<file path="src/rtl/sccb_cfg_pkg.sv">
// Shared types, constants and the default OV7670 register table for the
// SCCB configuration sequencer.
package sccb_cfg_pkg;

    typedef enum logic [2:0] {
        IDLE,
        FETCH,
        ISSUE,
        RETRY,
        RELEASE,
        DELAY,
        DONE,
        ERROR
    } sccb_cfg_state_t;

    localparam logic [7:0]  SCCB_DELAY_ADDR = 8'hFF;
    localparam logic [15:0] SCCB_END        = 16'hFFFF;

    // COM7 soft reset, 10 ms settle, COM7 RGB, COM15 RGB565, END
    function automatic logic [15:0] OV7670_CFG(input logic [7:0] index);
        case (index)
            8'd0:    return 16'h1280;
            8'd1:    return 16'hFF0A;
            8'd2:    return 16'h1204;
            8'd3:    return 16'h40D0;
            default: return SCCB_END;
        endcase
    endfunction

endpackage

</file>
<file path="src/rtl/sccb_cfg_timer.sv">
// Shared counter: counts down for delay entries, counts up for the write timeout.
module sccb_cfg_timer #(
    parameter int WIDTH = 32
) (
    input  logic             Clk,
    input  logic             Reset,
    input  logic             load,
    input  logic [WIDTH-1:0] load_value,
    input  logic             count_up,
    input  logic             count_down,
    output logic [WIDTH-1:0] count
);

    // Down-counting saturates at zero so a zero-length delay cannot wrap
    always_ff @(posedge Clk) begin
        if (Reset) begin
            count <= '0;
        end else if (load) begin
            count <= load_value;
        end else if (count_up) begin
            count <= count + 1'b1;
        end else if (count_down && (count != '0)) begin
            count <= count - 1'b1;
        end
    end

endmodule

</file>
<file path="src/rtl/sccb_config_sequencer.sv">
// Walks the OV7670 register table at power-up and feeds one 3-phase write
// per entry into SCCB_master, with inline delays, timeout and bounded retry.
module sccb_config_sequencer
    import sccb_cfg_pkg::*;
#(
    parameter int TABLE_LEN  = 5,
    parameter int DELAY_UNIT = 50000,
    parameter int TIMEOUT    = 65536,
    parameter int MAX_RETRY  = 3
) (
    input  logic       Clk,
    input  logic       Reset,
    input  logic       start,
    input  logic       sccb_complete,
    output logic       sccb_write_rq,
    output logic [7:0] sccb_addr,
    output logic [7:0] sccb_data,
    output logic       busy,
    output logic       done,
    output logic       error,
    output logic [7:0] reg_index
);

    localparam int               TIMER_W      = 32;
    localparam logic [8:0]       TABLE_END    = 9'(TABLE_LEN);
    localparam logic [TIMER_W-1:0] TIMEOUT_LAST = 32'(TIMEOUT - 1);
    localparam logic [7:0]       RETRY_LIMIT  = 8'(MAX_RETRY);

    sccb_cfg_state_t     state;
    logic [8:0]          entry_pos;
    logic [7:0]          retry_count;
    logic [15:0]         entry;
    logic                entry_is_end;
    logic                entry_is_delay;
    logic                timer_load;
    logic                timer_up;
    logic                timer_down;
    logic [TIMER_W-1:0]  timer_load_value;
    logic [TIMER_W-1:0]  timer_count;

    // A ninth position bit lets TABLE_LEN=256 end cleanly when the 8-bit index wraps
    assign entry          = OV7670_CFG(entry_pos[7:0]);
    assign entry_is_end   = (entry == SCCB_END) || (entry_pos >= TABLE_END);
    assign entry_is_delay = (entry[15:8] == SCCB_DELAY_ADDR);
    assign reg_index      = entry_pos[7:0];

    always_comb begin
        timer_load       = 1'b0;
        timer_load_value = '0;
        timer_up         = 1'b0;
        timer_down       = 1'b0;
        case (state)
            FETCH: begin
                timer_load = 1'b1;
                if (entry_is_delay) begin
                    timer_load_value = 32'(entry[7:0]) * 32'(DELAY_UNIT);
                end
            end
            ISSUE:   timer_up   = 1'b1;
            DELAY:   timer_down = 1'b1;
            default: ;
        endcase
    end

    sccb_cfg_timer #(
        .WIDTH(TIMER_W)
    ) u_timer (
        .Clk       (Clk),
        .Reset     (Reset),
        .load      (timer_load),
        .load_value(timer_load_value),
        .count_up  (timer_up),
        .count_down(timer_down),
        .count     (timer_count)
    );

    // Outputs are registered alongside the next state so they track it exactly
    always_ff @(posedge Clk) begin
        if (Reset) begin
            state         <= IDLE;
            entry_pos     <= '0;
            retry_count   <= '0;
            sccb_write_rq <= 1'b0;
            sccb_addr     <= '0;
            sccb_data     <= '0;
            busy          <= 1'b0;
            done          <= 1'b0;
            error         <= 1'b0;
        end else begin
            case (state)
                IDLE: begin
                    if (start && !sccb_complete) begin
                        state       <= FETCH;
                        entry_pos   <= '0;
                        retry_count <= '0;
                        done        <= 1'b0;
                        error       <= 1'b0;
                        busy        <= 1'b1;
                    end
                end
                FETCH: begin
                    if (entry_is_end) begin
                        state <= DONE;
                        done  <= 1'b1;
                        busy  <= 1'b0;
                    end else if (entry_is_delay) begin
                        state <= DELAY;
                    end else begin
                        state         <= ISSUE;
                        sccb_addr     <= entry[15:8];
                        sccb_data     <= entry[7:0];
                        sccb_write_rq <= 1'b1;
                    end
                end
                ISSUE: begin
                    if (sccb_complete) begin
                        state         <= RELEASE;
                        sccb_write_rq <= 1'b0;
                        retry_count   <= '0;
                        entry_pos     <= entry_pos + 9'd1;
                    end else if (timer_count == TIMEOUT_LAST) begin
                        state         <= RETRY;
                        sccb_write_rq <= 1'b0;
                    end
                end
                RETRY: begin
                    if (retry_count < RETRY_LIMIT) begin
                        retry_count <= retry_count + 8'd1;
                        state       <= RELEASE;
                    end else begin
                        state <= ERROR;
                        error <= 1'b1;
                        busy  <= 1'b0;
                    end
                end
                RELEASE: begin
                    if (!sccb_complete) begin
                        state <= FETCH;
                    end
                end
                DELAY: begin
                    if (timer_count <= 32'd1) begin
                        entry_pos <= entry_pos + 9'd1;
                        state     <= FETCH;
                    end
                end
                DONE:    state <= IDLE;
                ERROR:   state <= IDLE;
                default: state <= IDLE;
            endcase
        end
    end

endmodule

</file>
<file path="config.mk">
export PLATFORM = sky130hd
export DESIGN_NAME = sccb_config_sequencer
export DESIGN_NICKNAME = d
export VERILOG_FILES = /design/src/rtl/sccb_cfg_pkg.sv /design/src/rtl/sccb_cfg_timer.sv /design/src/rtl/sccb_config_sequencer.sv
export SDC_FILE = /design/constraint.sdc
export NUM_CORES = 1
export LEC_CHECK = 0
export ABC_AREA = 1
export BUFFER_PORTS_ARGS = -buffer_cell sky130_fd_sc_hd__buf_4
export CAP_MARGIN = 10
export CORE_MARGIN = 5
export CORE_UTILIZATION = 60
export DETAILED_ROUTE_END_ITERATION = 8
export PLACE_DENSITY = 0.78
export SLEW_MARGIN = 20
export SYNTH_ARGS = -nofsm -noshare
export SYNTH_HDL_FRONTEND = slang
export SYNTH_SLANG_ARGS = --single-unit
</file>
<file path="constraint.sdc">
create_clock -name Clk -period 11.7 [get_ports Clk]
set_clock_uncertainty 0.15 [all_clocks]
set_input_delay 1.755 -clock Clk [delete_from_list [all_inputs] [get_ports Clk]]
set_output_delay 1.755 -clock Clk [all_outputs]
set_load 0.02 [all_outputs]
</file>
=== After elaboration in Yosys (flattened, before gate mapping) ===
Cells that the tools add are included.

* $lt $le $gt $ge: 3
* $mul: 1
* Mux-type cells: 40
* Reduce and logical (&&, ||, !) cells: 23
* Equal/unequal tests: 23
* Bitwise operators: 2
* $add $sub $neg: 4

{| class="wikitable"
|+ Operators with widths
! kind !! count
|-
| $mux W32 || 3
|-
| $pmux W16 S4 || 1
|-
| $mux W24 || 2
|-
| $add A32 B1 Y32 const B || 1
|-
| $eq A32 B16 Y1 const B || 1
|-
| $le A32 B1 Y1 const B || 1
|-
| $reduce_bool A32 Y1 || 1
|-
| $sub A32 B1 Y32 const B || 1
|-
| $mux W9 || 3
|-
| $pmux W9 S3 || 1
|-
| $mux W8 || 3
|-
| $pmux W8 S3 || 1
|-
| $mux W3 || 7
|-
| $pmux W3 S7 || 1
|-
| $mul A8 B12 Y20 const B || 1
|-
| $reduce_and A4 Y1 || 5
|-
| $ne A2 B2 Y1 const B || 9
|-
| $eq A16 B16 Y1 const B || 1
|-
| $eq A8 B2 Y1 const B || 2
|-
| $mux W1 || 13
|-
| $eq A3 B3 Y1 const B || 4
|-
| $reduce_bool A3 Y1 || 4
|-
| $add A9 B1 Y9 const B || 1
|-
| $ge A9 B3 Y1 const B || 1
|-
| other kinds (19) || 28
|}

* Register bits after elaboration: 72

=== Logic depth before layout (Yosys ltp) ===
Gate-level depths: netlist of the first run.

* Word-level depth: 6
* Depth in mapped cells: 28
* Gate-level depth less buffers: 27

=== Cells and area by module ===
Synthesis of the first run repeated with hierarchy kept, for this count alone.

* Cells, all modules: 1,225
* Area, all modules: 7,200.7 sq um

{| class="wikitable"
|+ By module, submodules not included
! module !! seq. area each (sq um) !! instances !! cells each !! area an instance (sq um)
|-
| sccb_cfg_timer || 640.6 || 1 || 729 || 3,916.3
|-
| sccb_config_sequencer || 620.6 || 1 || 496 || 3,284.4
|}

=== Worst setup path after synthesis of the first run ===
Ideal clock, no wire load.

* Path type: register -> register
* From: reg entry_pos[0]
* To: reg u_timer.count[19]
* Path buffers: 1
* Setup time: 110 ps
* Data arrival time: 4,263 ps
* Stages on the path, launching flop included: 27
* Path slack: 7,176 ps
* Clock period less this slack: 4,524 ps
* Cells stage by stage: dfxtp_1 > inv_1 > ha_1 > nand2_1 > nor2_4 > inv_1 > ha_1 > inv_1 > nor2_2 > buf_6 > nor2_2 > inv_1 > ha_1 > ha_1 > inv_1 > fa_1 > inv_1 > ha_1 > xnor2_1 > ha_1 > a21oi_1 > o21ai_0 > o21bai_1 > o21ai_0 > nand3_1 > nand3_1 > inv_1

* Cells in the longest elaborated chain, start to end: 6
* Elaborated cells between the ends (all ways): 10
* Classes of those cells: 1 x mul; 4 x eq/ne; 4 x mux; 1 x reduce/logical

{| class="wikitable"
|+ RTL lines
! what !! RTL line !! text
|-
| start: declaration || sccb_config_sequencer.sv:30 || <nowiki>logic [8:0] entry_pos;</nowiki>
|-
| start signal: assignment || sccb_config_sequencer.sv:120 || <nowiki>entry_pos <= entry_pos + 9'd1;</nowiki>
|-
| start signal: assignment || sccb_config_sequencer.sv:143 || <nowiki>entry_pos <= entry_pos + 9'd1;</nowiki>
|-
| $eq A8 B2 Y1, or another cell as far along || sccb_cfg_pkg.sv:21 || <nowiki>case (index)</nowiki>
|-
| $pmux W16 S4 (*) || sccb_cfg_pkg.sv:21 ||
|-
| net entry[0] || sccb_config_sequencer.sv:32 || <nowiki>logic [15:0] entry;</nowiki>
|-
| $mul A8 B12 Y20 (*) || sccb_config_sequencer.sv:56 || <nowiki>timer_load_value = 32'(entry[7:0]) * 32'(DELAY_UNIT);</nowiki>
|-
| $mux W24 (*) || sccb_config_sequencer.sv:55 || <nowiki>if (entry_is_delay) begin</nowiki>
|-
| $mux W24 (*) || sccb_config_sequencer.sv:52 || <nowiki>case (state)</nowiki>
|-
| $mux W32 (*) || sccb_cfg_timer.sv:18 || <nowiki>end else if (load) begin</nowiki>
|-
| end signal: assignment || sccb_cfg_timer.sv:19 || <nowiki>count <= load_value;</nowiki>
|-
| end signal: assignment || sccb_cfg_timer.sv:21 || <nowiki>count <= count + 1'b1;</nowiki>
|-
| end signal: assignment || sccb_cfg_timer.sv:23 || <nowiki>count <= count - 1'b1;</nowiki>
|-
| end: declaration || sccb_cfg_timer.sv:11 || <nowiki>output logic [WIDTH-1:0] count</nowiki>
|}

The timed path passes the listed nets; every way through them passes the cells marked *.
A chain may end at the register's enable or synchronous reset.

=== Worst setup path after layout of the first run ===
Ends and elaborated chain as after synthesis.

==> results.tsv, run 1 <==
metric	value	unit
post-synthesis register bit count	63	
TNS Setup	0	ns
Die Span X	110	um
drt pass-1 iters	5	
clk slew on worst S/H paths	0.08	ns
# resized after CTS	0	
initial antenna violation count	0	
Post-Syn Area	5960	um^2
GPL Wtd Cong	0.981	
# rows	36	
main combinational cell family by area after synthesis	simple AND/OR/NAND/NOR gates	
simple-gate share of the synthesized area	37.0	%
final slew viol count	0	
chip height	110	um
CTS tree	done	
Mapped Cells	968	
Internal Power	0.688	mW
Critical R2R Capture	u_timer.count[19]	
Worst EP arrival	5.26	ns
syn_nets	1028	
prevailing post-synth register cell	dfxtp_1	
Yosys warnings	0	
final WL	15700	um
Clk Latency, worst-skew pair	0.35	ns
mux contribution to synthesized area	0	%
Tcrit/Tclk final	44.0	%
Cell Pwr Density	232	nW/um^2
maximum VDD drop	0.000159	V
port buffer count	31	
Post-synth EDFFs	0	
Hold Crit Depth	2	
share of power burned in combinational logic	62.7	%
Overflow after GRT	0	
DP Wirelength	11800	um
antenna cells	0	
RR Startpoint	entry_pos[0]	
Final ANT Viol Nets	0	
largest net degree at the start of global routing	42	
RSZ-0062 raised after global routing	no	
Sink Count	63	
Worst slew margin	34.8	%
H-tree depth	3	
Worst path max stage delay	0.48	ns
compound-gate portion of the synthesized area	14.4	%
Mapped Avg Cell Area	6.16	um^2
Multi-input gate area	3970	um^2
Core Area	9730	um^2
post-route minimum period	5.15	ns
IO Pins	32	
first-pass GRT wire length	26600	um
pre-CTS setup slack	6.58	ns
CP startpoint kind	flop	
Via density	5.51	
distinct cell type count after synthesis	48	
Hold-fix buffers, CTS	0	
via count	6073	
CP endpoint kind	flop	
WP data required	11.81	ns
Synth Area in XOR/XNOR	2.94	%
Worst Path Buf+Inv	7	
largest area contributor in the netlist	dfxtp_1	
WHS Endpoint	retry_count[6]	
Slowest cell on crit path	nor2_2	
Util after Layout	64.9	%
TritonCTS buffer count	9	
Post CTS Setup Buffer Count	0	
Area growth, synth to finish	5.88	%
die area	12000	um^2
worst setup path startpoint	entry_pos[0]	
Max Cap Viol	0	
share of cells above drive strength 1	10.0	%
GRT Total Usage	27.7	%
Sw Share	53.1	%
most frequent cells in the layout	nand2_1 (235), nor2_1 (125), inv_1 (102)	
Synth async-reset ratio	0	%
worst-path fanout max	12	
internal reg-to-reg setup slack	6.55	ns
final worst slack	6.55	ns
post-synthesis sequential area ratio	21.2	%
r2r worst-path depth	25	
clock power share	15.3	%
First DRT Iteration DRCs	421	
Sw Pwr	0.779	mW
starting density of the core	61.3	%
most used cell, CP	inv_1	
Adder-Cell Fraction of Synth Area	12.3	%
cell family contributing the most delay on the critical path	adder cells	
run status	finished, final reports clean	
per-cell routed wire length	14.2	um
Nets	1025	
Max Freq	0.194	GHz
post-synth top area share	21.2	%
Fin. Hold Viols	0	
Min-Delay Startpoint	retry_count[6]	
fillcell total	989	
final number of setup-violating endpoints	0	
crit path kind	flop to flop	
buffer type at the clock tree root	clkbuf_8	
Pleak	3.15	nW
FF+latch area	1260	um^2
drc violations	0	
Clock Path Buffers	2	
Sequential Power Share	22.1	%
HP Class	flop to flop	
synth top area cells	dfxtp_1 (21%), nand2_1 (15%), ha_1 (11%)	
vias in the first global route	5703	
hold slack final	0.291	ns
slew of the pin with the lowest slew margin	0.975	ns
leading cell type in the layout, fill and taps excluded	nand2_1	
worst reg2reg max path: cells and delay by family (launching register included):
kind,cells,cell delay (ns)
AND/OR/NAND/NOR,6,1.02
buffers and inverters,7,0.73
AO/OA/AOI/OAI,4,0.71
adder cells (fa/ha/maj),7,1.91
flip-flops,1,0.40
XOR/XNOR,1,0.14
synthesized netlist by cell type, types with 7 or more instances:
| cell | instances |
|---|---|
| ha_1 | 52 |
| a21oi_1 | 61 |
| o21ai_1 | 18 |
| a31oi_1 | 10 |
| dfxtp_1 | 63 |
| nand2_2 | 7 |
| nor2_2 | 11 |
| xor2_1 | 18 |
| nand4_1 | 13 |
| clkbuf_1 | 12 |
| inv_1 | 102 |
| buf_2 | 13 |
| o21ai_0 | 47 |
| buf_4 | 19 |
| inv_2 | 15 |
| nor2_1 | 125 |
| nor3_1 | 19 |
| nand3_1 | 71 |
| nand2_1 | 235 |
state kept, by name (all words and copies together) (netlist names):
name           count
entry_pos          9
retry_count        8
error              1
sccb_addr          3
state              3
sccb_data          4
sccb_write_rq      1
u_timer.count     32
done               1
busy               1
stage by stage:
step	power, mW	instances	instance area, um^2
final	1.47	1103	6310
after global routing	1.61	1103	6310
after CTS	1.46	1103	6310
after detailed placement	1.23	1087	6090
after global placement	1.22	1087	6090
after floorplan	1.04	968	5960
routing by layer:
metal  track usage (%)  vias up  share of wire, %
met5                 0        -                 0
met4              7.66        0               1.7
met3              3.88       22               5.7
met2              45.3      177                45
met1              38.2     2748                47
li1                  -     3126                 -
cell type report:
type	instances	share of cell area [%]
multi-input combinational	740	62.9
sequential	63	20.0
inverter	118	7.04
timing repair buffer	33	3.92
tap	133	2.64
clock buffer	11	2.24
clock inverter	5	1.29
cell families after synthesis:
kind of cell             after synthesis
buffers and inverters                165
other                                  1
XOR/XNOR                              20
AND/OR/NAND/NOR                      506
flip-flops                            63
adder cells (fa/ha/maj)               56
AO/OA/AOI/OAI                        157
how the worst max path moves through the flow:
stage                   endpoint  slack (ns)  depth (start not counted)
2_1_floorplan  u_timer.count[19]        7.18                         26
3_3_place_gp   u_timer.count[22]        6.76                         27
3_5_place_dp   u_timer.count[19]        6.58                         25
4_1_cts        u_timer.count[19]        6.54                         25
5_1_grt        u_timer.count[19]        6.01                         26
6_report       u_timer.count[19]        6.55                         25
power by group through the flow:
stage | sequential (mW) | clock (mW) | combinational [mW]
3_5_place_dp | 0.327 | 0 | 0.902
6_report | 0.324 | 0.224 | 0.919
5_1_grt | 0.333 | 0.237 | 1.04
2_1_floorplan | 0.312 | 0 | 0.732
4_1_cts | 0.323 | 0.225 | 0.908
3_3_place_gp | 0.327 | 0 | 0.892
Power figures use the tool's default switching activity.
==> run 2: changes to the inputs <==
--- a/config.mk
+++ b/config.mk
@@ -9,7 +9,7 @@
 export BUFFER_PORTS_ARGS = -buffer_cell sky130_fd_sc_hd__buf_4
 export CAP_MARGIN = 10
 export CORE_MARGIN = 5
-export CORE_UTILIZATION = 60
+export CORE_UTILIZATION = 57
 export DETAILED_ROUTE_END_ITERATION = 8
 export PLACE_DENSITY = 0.78
 export SLEW_MARGIN = 20
==> constraint.sdc (replaced) <==
create_clock -name Clk -period 4.59 [get_ports Clk]
set_clock_uncertainty 0.15 [all_clocks]
set_input_delay 0.6885 -clock Clk [delete_from_list [all_inputs] [get_ports Clk]]
set_output_delay 0.6885 -clock Clk [all_outputs]
set_load 0.02 [all_outputs]
==> run 2 against run 1 <==
  * Critical path depth unchanged
  * Routed wire length decreased by 1.0%
  * Power increased to 2.6 times the previous value
  * Hold slack improved by 0.0016 ns
  * Non-clock buffer count increased by 16
  * Largest cell class unchanged
==> results.tsv, run 2 (synthesis gave the netlist of run 1 again) <==
metric	value	unit	change
Fin. Hold Viols	0		unchanged
buffer type at the clock tree root	clkbuf_8		unchanged
most frequent cells in the layout	nand2_1 (230), nor2_1 (124), inv_1 (97)		was nand2_1 (235), nor2_1 (125), inv_1 (102)
vias in the first global route	5749		was 5703
maximum VDD drop	0.000367	V	was 0.000159 V
Area growth, synth to finish	9.59	%	was 5.88%
Tcrit/Tclk final	94.7	%	was 44.0%
Overflow after GRT	0		unchanged
Cell Pwr Density	587	nW/um^2	was 232 nW/um^2
Worst slew margin	50.2	%	was 34.8%
Largest Register	u_timer.count		unchanged
most used cell, CP	inv_1		unchanged
worst-path fanout max	6		was 12
Slowest cell on crit path	fa_1		was nor2_2
largest net degree at the start of global routing	42		unchanged
final slew viol count	0		unchanged
Via density	5.46		was 5.51
Sink Count	63		unchanged
First DRT Iteration DRCs	446		was 421
via count	6123		was 6073
post-route minimum period	4.35	ns	was 5.15 ns
TNS Setup	0	ns	unchanged
Worst path max stage delay	0.49	ns	was 0.48 ns
# rows	37		was 36
GRT Total Usage	24.9	%	was 27.7%
Worst EP arrival	4.44	ns	was 5.26 ns
initial antenna violation count	0		unchanged
Worst Path Buf+Inv	5		was 7
WP data required	4.68	ns	was 11.81 ns
crit path kind	flop to flop		unchanged
port buffer count	31		unchanged
fillcell total	1020		was 989
Pleak	3.24	nW	was 3.15 nW
drc violations	0		unchanged
Clk Latency, worst-skew pair	0.37	ns	was 0.35 ns
Max Freq	0.230	GHz	was 0.194 GHz
leading cell type in the layout, fill and taps excluded	nand2_1		unchanged
clk slew on worst S/H paths	0.07	ns	was 0.08 ns
slew of the pin with the lowest slew margin	0.744	ns	was 0.975 ns
first-pass GRT wire length	26100	um	was 26600 um
CP endpoint kind	flop		unchanged
Max Cap Viol	0		unchanged
Core Area	10300	um^2	was 9730 um^2
IO Pins	32		unchanged
share of cells above drive strength 1	13.9	%	was 10.0%
H-tree depth	3		unchanged
run status	finished, final reports clean		unchanged
final number of setup-violating endpoints	0		unchanged
CP startpoint kind	flop		unchanged
GPL Wtd Cong	0.969		was 0.981
drt pass-1 iters	6		was 5
CTS tree	done		unchanged
HP Class	flop to flop		unchanged
final WL	15500	um	was 15700 um
Final ANT Viol Nets	0		unchanged
cell family contributing the most delay on the critical path	adder cells		unchanged
Die Span X	112	um	was 110 um
largest registers in the final layout	u_timer.count (32), entry_pos (9), retry_count (8)		unchanged
antenna cells	0		unchanged
Clock Path Buffers	2		unchanged
Total Power	3.83	mW	was 1.47 mW
die area	12600	um^2	was 12000 um^2
Largest register FFs	32		unchanged
chip height	112	um	was 110 um
Nets	1041		was 1025
DP Wirelength	11700	um	was 11800 um
starting density of the core	58.0	%	was 61.3%
TritonCTS buffer count	9		unchanged
per-cell routed wire length	13.8	um	was 14.2 um
-- run 2: cell type report --
type	instances	area [um^2]	area share, %
Multi-Input combinational cell	740	4060	62.2
Sequential cell	63	1270	19.4
Inverter	118	444	6.80
Timing Repair Buffer	49	368	5.63
Tap cell	136	170	2.60
Clock buffer	11	141	2.16
Clock inverter	5	81.3	1.24
-- run 2: through the flow --
step                      util [%]  cells  hold WS (ns)  setup slack, ns  instance area [um^2]
final                         63.6   1122         0.292            0.244                  6530
after floorplan                  -    968         0.269           0.0665                  5960
after global routing          63.6   1122         0.310          -0.0902                  6530
after detailed placement      60.4   1105         0.282         -0.00805                  6210
after CTS                     62.6   1121         0.294           0.0539                  6430
after global placement        60.4   1105         0.277            0.194                  6210
-- run 2: metal layers --
metal | routed length [um] | part of all wire, % | track usage (%) | up-vias
met5 | 0 | 0 | 0 | -
met4 | 294 | 1.9 | 9.29 | 0
met3 | 870 | 5.6 | 4.26 | 24
met2 | 7160 | 46 | 40.9 | 182
met1 | 7200 | 46 | 32.8 | 2761
li1 | - | - | - | 3156
-- run 2: path summary, 6_finish.rpt --
path | from | to | slack, ns | cells past startpoint
hold / removal | retry_count[5] | retry_count[5] | 0.29 | 2
setup reg to reg | entry_pos[0] | u_timer.count[21] | 0.24 | 25
hold reg to reg | retry_count[5] | retry_count[5] | 0.29 | 2
setup / recovery | entry_pos[0] | u_timer.count[21] | 0.24 | 25
-- run 2: worst min-delay path, delay by kind of cell, from the launching register on --
family,cells,cell delay (ns)
simple gates,2,0.09
flops,1,0.31
-- run 2: what timing repair did --
action | in CTS | in global routing
pin swaps | 0 | 10
setup buffers | 0 | 1
endpoints found under the setup margin | 1 | 9
hold buffers | 0 | 0
resized for setup | 1 | 32
-- run 2: power by group --
part	internal, mW	switching (mW)	total (mW)
clock	0.321	0.245	0.566
sequential	0.668	0.158	0.826
combinational	0.833	1.61	2.44
==> run 3: changes to the inputs <==
--- a/config.mk
+++ b/config.mk
@@ -9,10 +9,11 @@
 export BUFFER_PORTS_ARGS = -buffer_cell sky130_fd_sc_hd__buf_4
 export CAP_MARGIN = 10
 export CORE_MARGIN = 5
-export CORE_UTILIZATION = 57
+export CORE_UTILIZATION = 60
 export DETAILED_ROUTE_END_ITERATION = 8
 export PLACE_DENSITY = 0.78
 export SLEW_MARGIN = 20
 export SYNTH_ARGS = -nofsm -noshare
 export SYNTH_HDL_FRONTEND = slang
+export SYNTH_HIERARCHICAL = 1
 export SYNTH_SLANG_ARGS = --single-unit
==> constraint.sdc (replaced) <==
create_clock -name Clk -period 5 [get_ports Clk]
set_clock_uncertainty 0.15 [all_clocks]
set_input_delay 0.75 -clock Clk [delete_from_list [all_inputs] [get_ports Clk]]
set_output_delay 0.75 -clock Clk [all_outputs]
set_load 0.02 [all_outputs]
==> run 3 against run 2 <==
  * Clock-buffer cell count grew 1
  * Hold slack worse by 0.0032 ns
  * Global-route usage up 2.0 points
  * Area after synthesis rose by 21%
  * Register-to-register slack improved by 0.12 ns
  * Critical path type unchanged
  * Largest cell class unchanged
==> results.tsv, run 3 <==
metric	value	unit	change
First DRT Iteration DRCs	526		was 446
initial antenna violation count	0		unchanged
CTS tree	done		unchanged
share of cells above drive strength 1	10.2	%	was 13.9%
Tcrit/Tclk final	92.7	%	was 94.7%
port buffer count	31		unchanged
post-synthesis sequential area ratio	17.5	%	was 21.2%
Mapped Cells	1225		was 968
post-synth top area share	20.5	%	was 21.2%
most frequent cells in the layout	nand2_1 (393), inv_1 (170), nor2_1 (169)		was nand2_1 (230), nor2_1 (124), inv_1 (97)
H-tree depth	3		unchanged
WP data required	5.11	ns	was 4.68 ns
Yosys warnings	6		was 0
Worst EP arrival	4.75	ns	was 4.44 ns
final WL	18800	um	was 15500 um
post-synthesis register bit count	63		unchanged
buffer type at the clock tree root	clkbuf_16		was clkbuf_8
highest routed metal layer	met4		unchanged
Nets	1332		was 1041
Overflow after GRT	0		unchanged
worst-path fanout max	12		was 6
run status	finished, final reports clean		unchanged
Max Cap Viol	0		unchanged
vias in the first global route	6835		was 5749
Synth async-reset ratio	0	%	unchanged
Max Freq	0.216	GHz	was 0.230 GHz
Core Area	11900	um^2	was 10300 um^2
crit path kind	flop to flop		unchanged
IO Pins	32		unchanged
Clock Path Buffers	2		unchanged
Via density	5.22		was 5.46
prevailing post-synth register cell	dfxtp_1		unchanged
GRT Total Usage	26.9	%	was 24.9%
clk slew on worst S/H paths	0.05	ns	was 0.07 ns
Fin. Hold Viols	0		unchanged
via count	7305		was 6123
CP endpoint kind	flop		unchanged
fillcell total	1137		was 1020
RSZ-0062 raised after global routing	no		
chip height	120	um	was 112 um
first-pass GRT wire length	31800	um	was 26100 um
Clk Latency, worst-skew pair	0.33	ns	was 0.37 ns
DP Wirelength	14700	um	was 11700 um
largest area contributor in the netlist	nand2_1		was dfxtp_1
drc violations	0		unchanged
distinct cell type count after synthesis	43		was 48
Sink Count	63		unchanged
WL met3	1100	um	was 870 um
dominant cell by count in the synthesized netlist	nand2_1		unchanged
largest registers in the final layout	u_timer/count (32), entry_pos (9), retry_count (8)		was u_timer.count (32), entry_pos (9), retry_count (8)
slew of the pin with the lowest slew margin	0.643	ns	was 0.744 ns
Synth top cells by count	nand2_1 (393), inv_1 (174), nor2_1 (170), ha_1 (76), a21oi_1 (71)		was nand2_1 (235), nor2_1 (125), inv_1 (102), nand3_1 (71), dfxtp_1 (63)
final slew viol count	0		unchanged
final number of setup-violating endpoints	0		unchanged
Final ANT Viol Nets	0		unchanged
leading cell type in the layout, fill and taps excluded	nand2_1		unchanged
per-cell routed wire length	13.5	um	was 13.8 um
post-route minimum period	4.64	ns	was 4.35 ns
Area growth, synth to finish	8.27	%	was 9.59%
HP Class	flop to flop		unchanged
synth top area cells	nand2_1 (20%), dfxtp_1 (18%), ha_1 (13%)		was dfxtp_1 (21%), nand2_1 (15%), ha_1 (11%)
CP startpoint kind	flop		unchanged
Largest Register	u_timer/count		was u_timer.count
Post-Syn Area	7200	um^2	was 5960 um^2
Mapped Avg Cell Area	5.88	um^2	was 6.16 um^2
drt pass-1 iters	5		was 6
antenna cells	0		unchanged
TNS Setup	0	ns	unchanged
total length of routed met2 wires	8930	um	was 7160 um
GPL Wtd Cong	0.937		was 0.969
M1 WL	8290	um	was 7200 um
starting density of the core	60.5	%	was 58.0%
largest net degree at the start of global routing	43		was 42
die area	14300	um^2	was 12600 um^2
TritonCTS buffer count	9		unchanged
Worst slew margin	57.1	%	was 50.2%
Largest register FFs	32		unchanged
Die Span X	120	um	was 112 um
Post-synth EDFFs	0		unchanged
# rows	40		was 37
[run 3: through the flow]
step | worst slack [ns] | cells | instance area (um^2) | hold WS [ns] | util [%]
floorplan | 0.497 | 1237 | 7250 | 0.268 | -
global placement | 0.292 | 1380 | 7430 | 0.280 | 62.4
detailed placement | 0.0204 | 1380 | 7430 | 0.282 | 62.4
CTS | 0.0674 | 1395 | 7730 | 0.292 | 64.9
global route | 0.0100 | 1399 | 7800 | 0.326 | 65.5
finish | 0.363 | 1399 | 7800 | 0.289 | 65.5
[run 3: cell families after synthesis]
logic type                 Yosys count  synth area share, %
other                                1               0.0521
buffers and inverters              224                 13.5
xor gates and xnor gates            28                 3.41
adders and majority gates           80                 14.3
AOI/OAI and AO/OA                  122                 9.37
and+or+nand+nor                    707                 41.9
DFF                                 63                 17.5
[run 3: path summary, 6_finish.rpt]
check | to | slack (ns) | from | cells after the start
max reg2reg | u_timer/count[13] | 0.36 | entry_pos[3] | 24
min | retry_count[6] | 0.29 | retry_count[6] | 2
min reg2reg | retry_count[6] | 0.29 | retry_count[6] | 2
max | u_timer/count[13] | 0.36 | entry_pos[3] | 24
[run 3: area by class of cell]
type / count / area, um^2 / share of cell area, %
Multi-Input combinational cell: 950 / 5050 / 64.8
Sequential cell: 63 / 1260 / 16.2
Inverter: 182 / 687 / 8.81
Timing Repair Buffer: 42 / 315 / 4.04
Clock buffer: 12 / 256 / 3.29
Tap cell: 147 / 184 / 2.36
Clock inverter: 3 / 42.5 / 0.546
[run 3: repair_timing]
action	in CTS	in global routing
pin swaps	0	3
setup buffers	0	4
hold buffers	0	0
setup endpoints to repair	1	10
resized for setup	1	12
[run 3: per-layer routing]
layer / GRT usage, % / vias to the layer above
li1: - / 3835
met1: 34.9 / 3218
met2: 45.9 / 216
met3: 3.63 / 36
met4: 9.59 / 0
met5: 0 / -
[run 3: worst max-delay path, cell delays in order (launching register included)]
cell and delay, ns:
dfxtp_1 0.39, nor2_2 0.22, nand2_1 0.12, nor2_4 0.18, inv_2 0.09, ha_1 0.22
nand3_4 0.16, inv_2 0.06, buf_4 0.19, nor2_4 0.13, inv_2 0.10, ha_1 0.34
ha_1 0.33, fa_1 0.49, ha_1 0.30, ha_1 0.20, inv_1 0.11, nor2_1 0.08
nor2_1 0.11, nand2_1 0.07, nand2_1 0.06, nand2_1 0.05, nor2_1 0.10, o21ai_0 0.11
nor3_2 0.18
Power of run 3 is left out: the tool's default activity adds up to more than one toggle a clock period on the data nets, which glitch-free logic cannot reach.
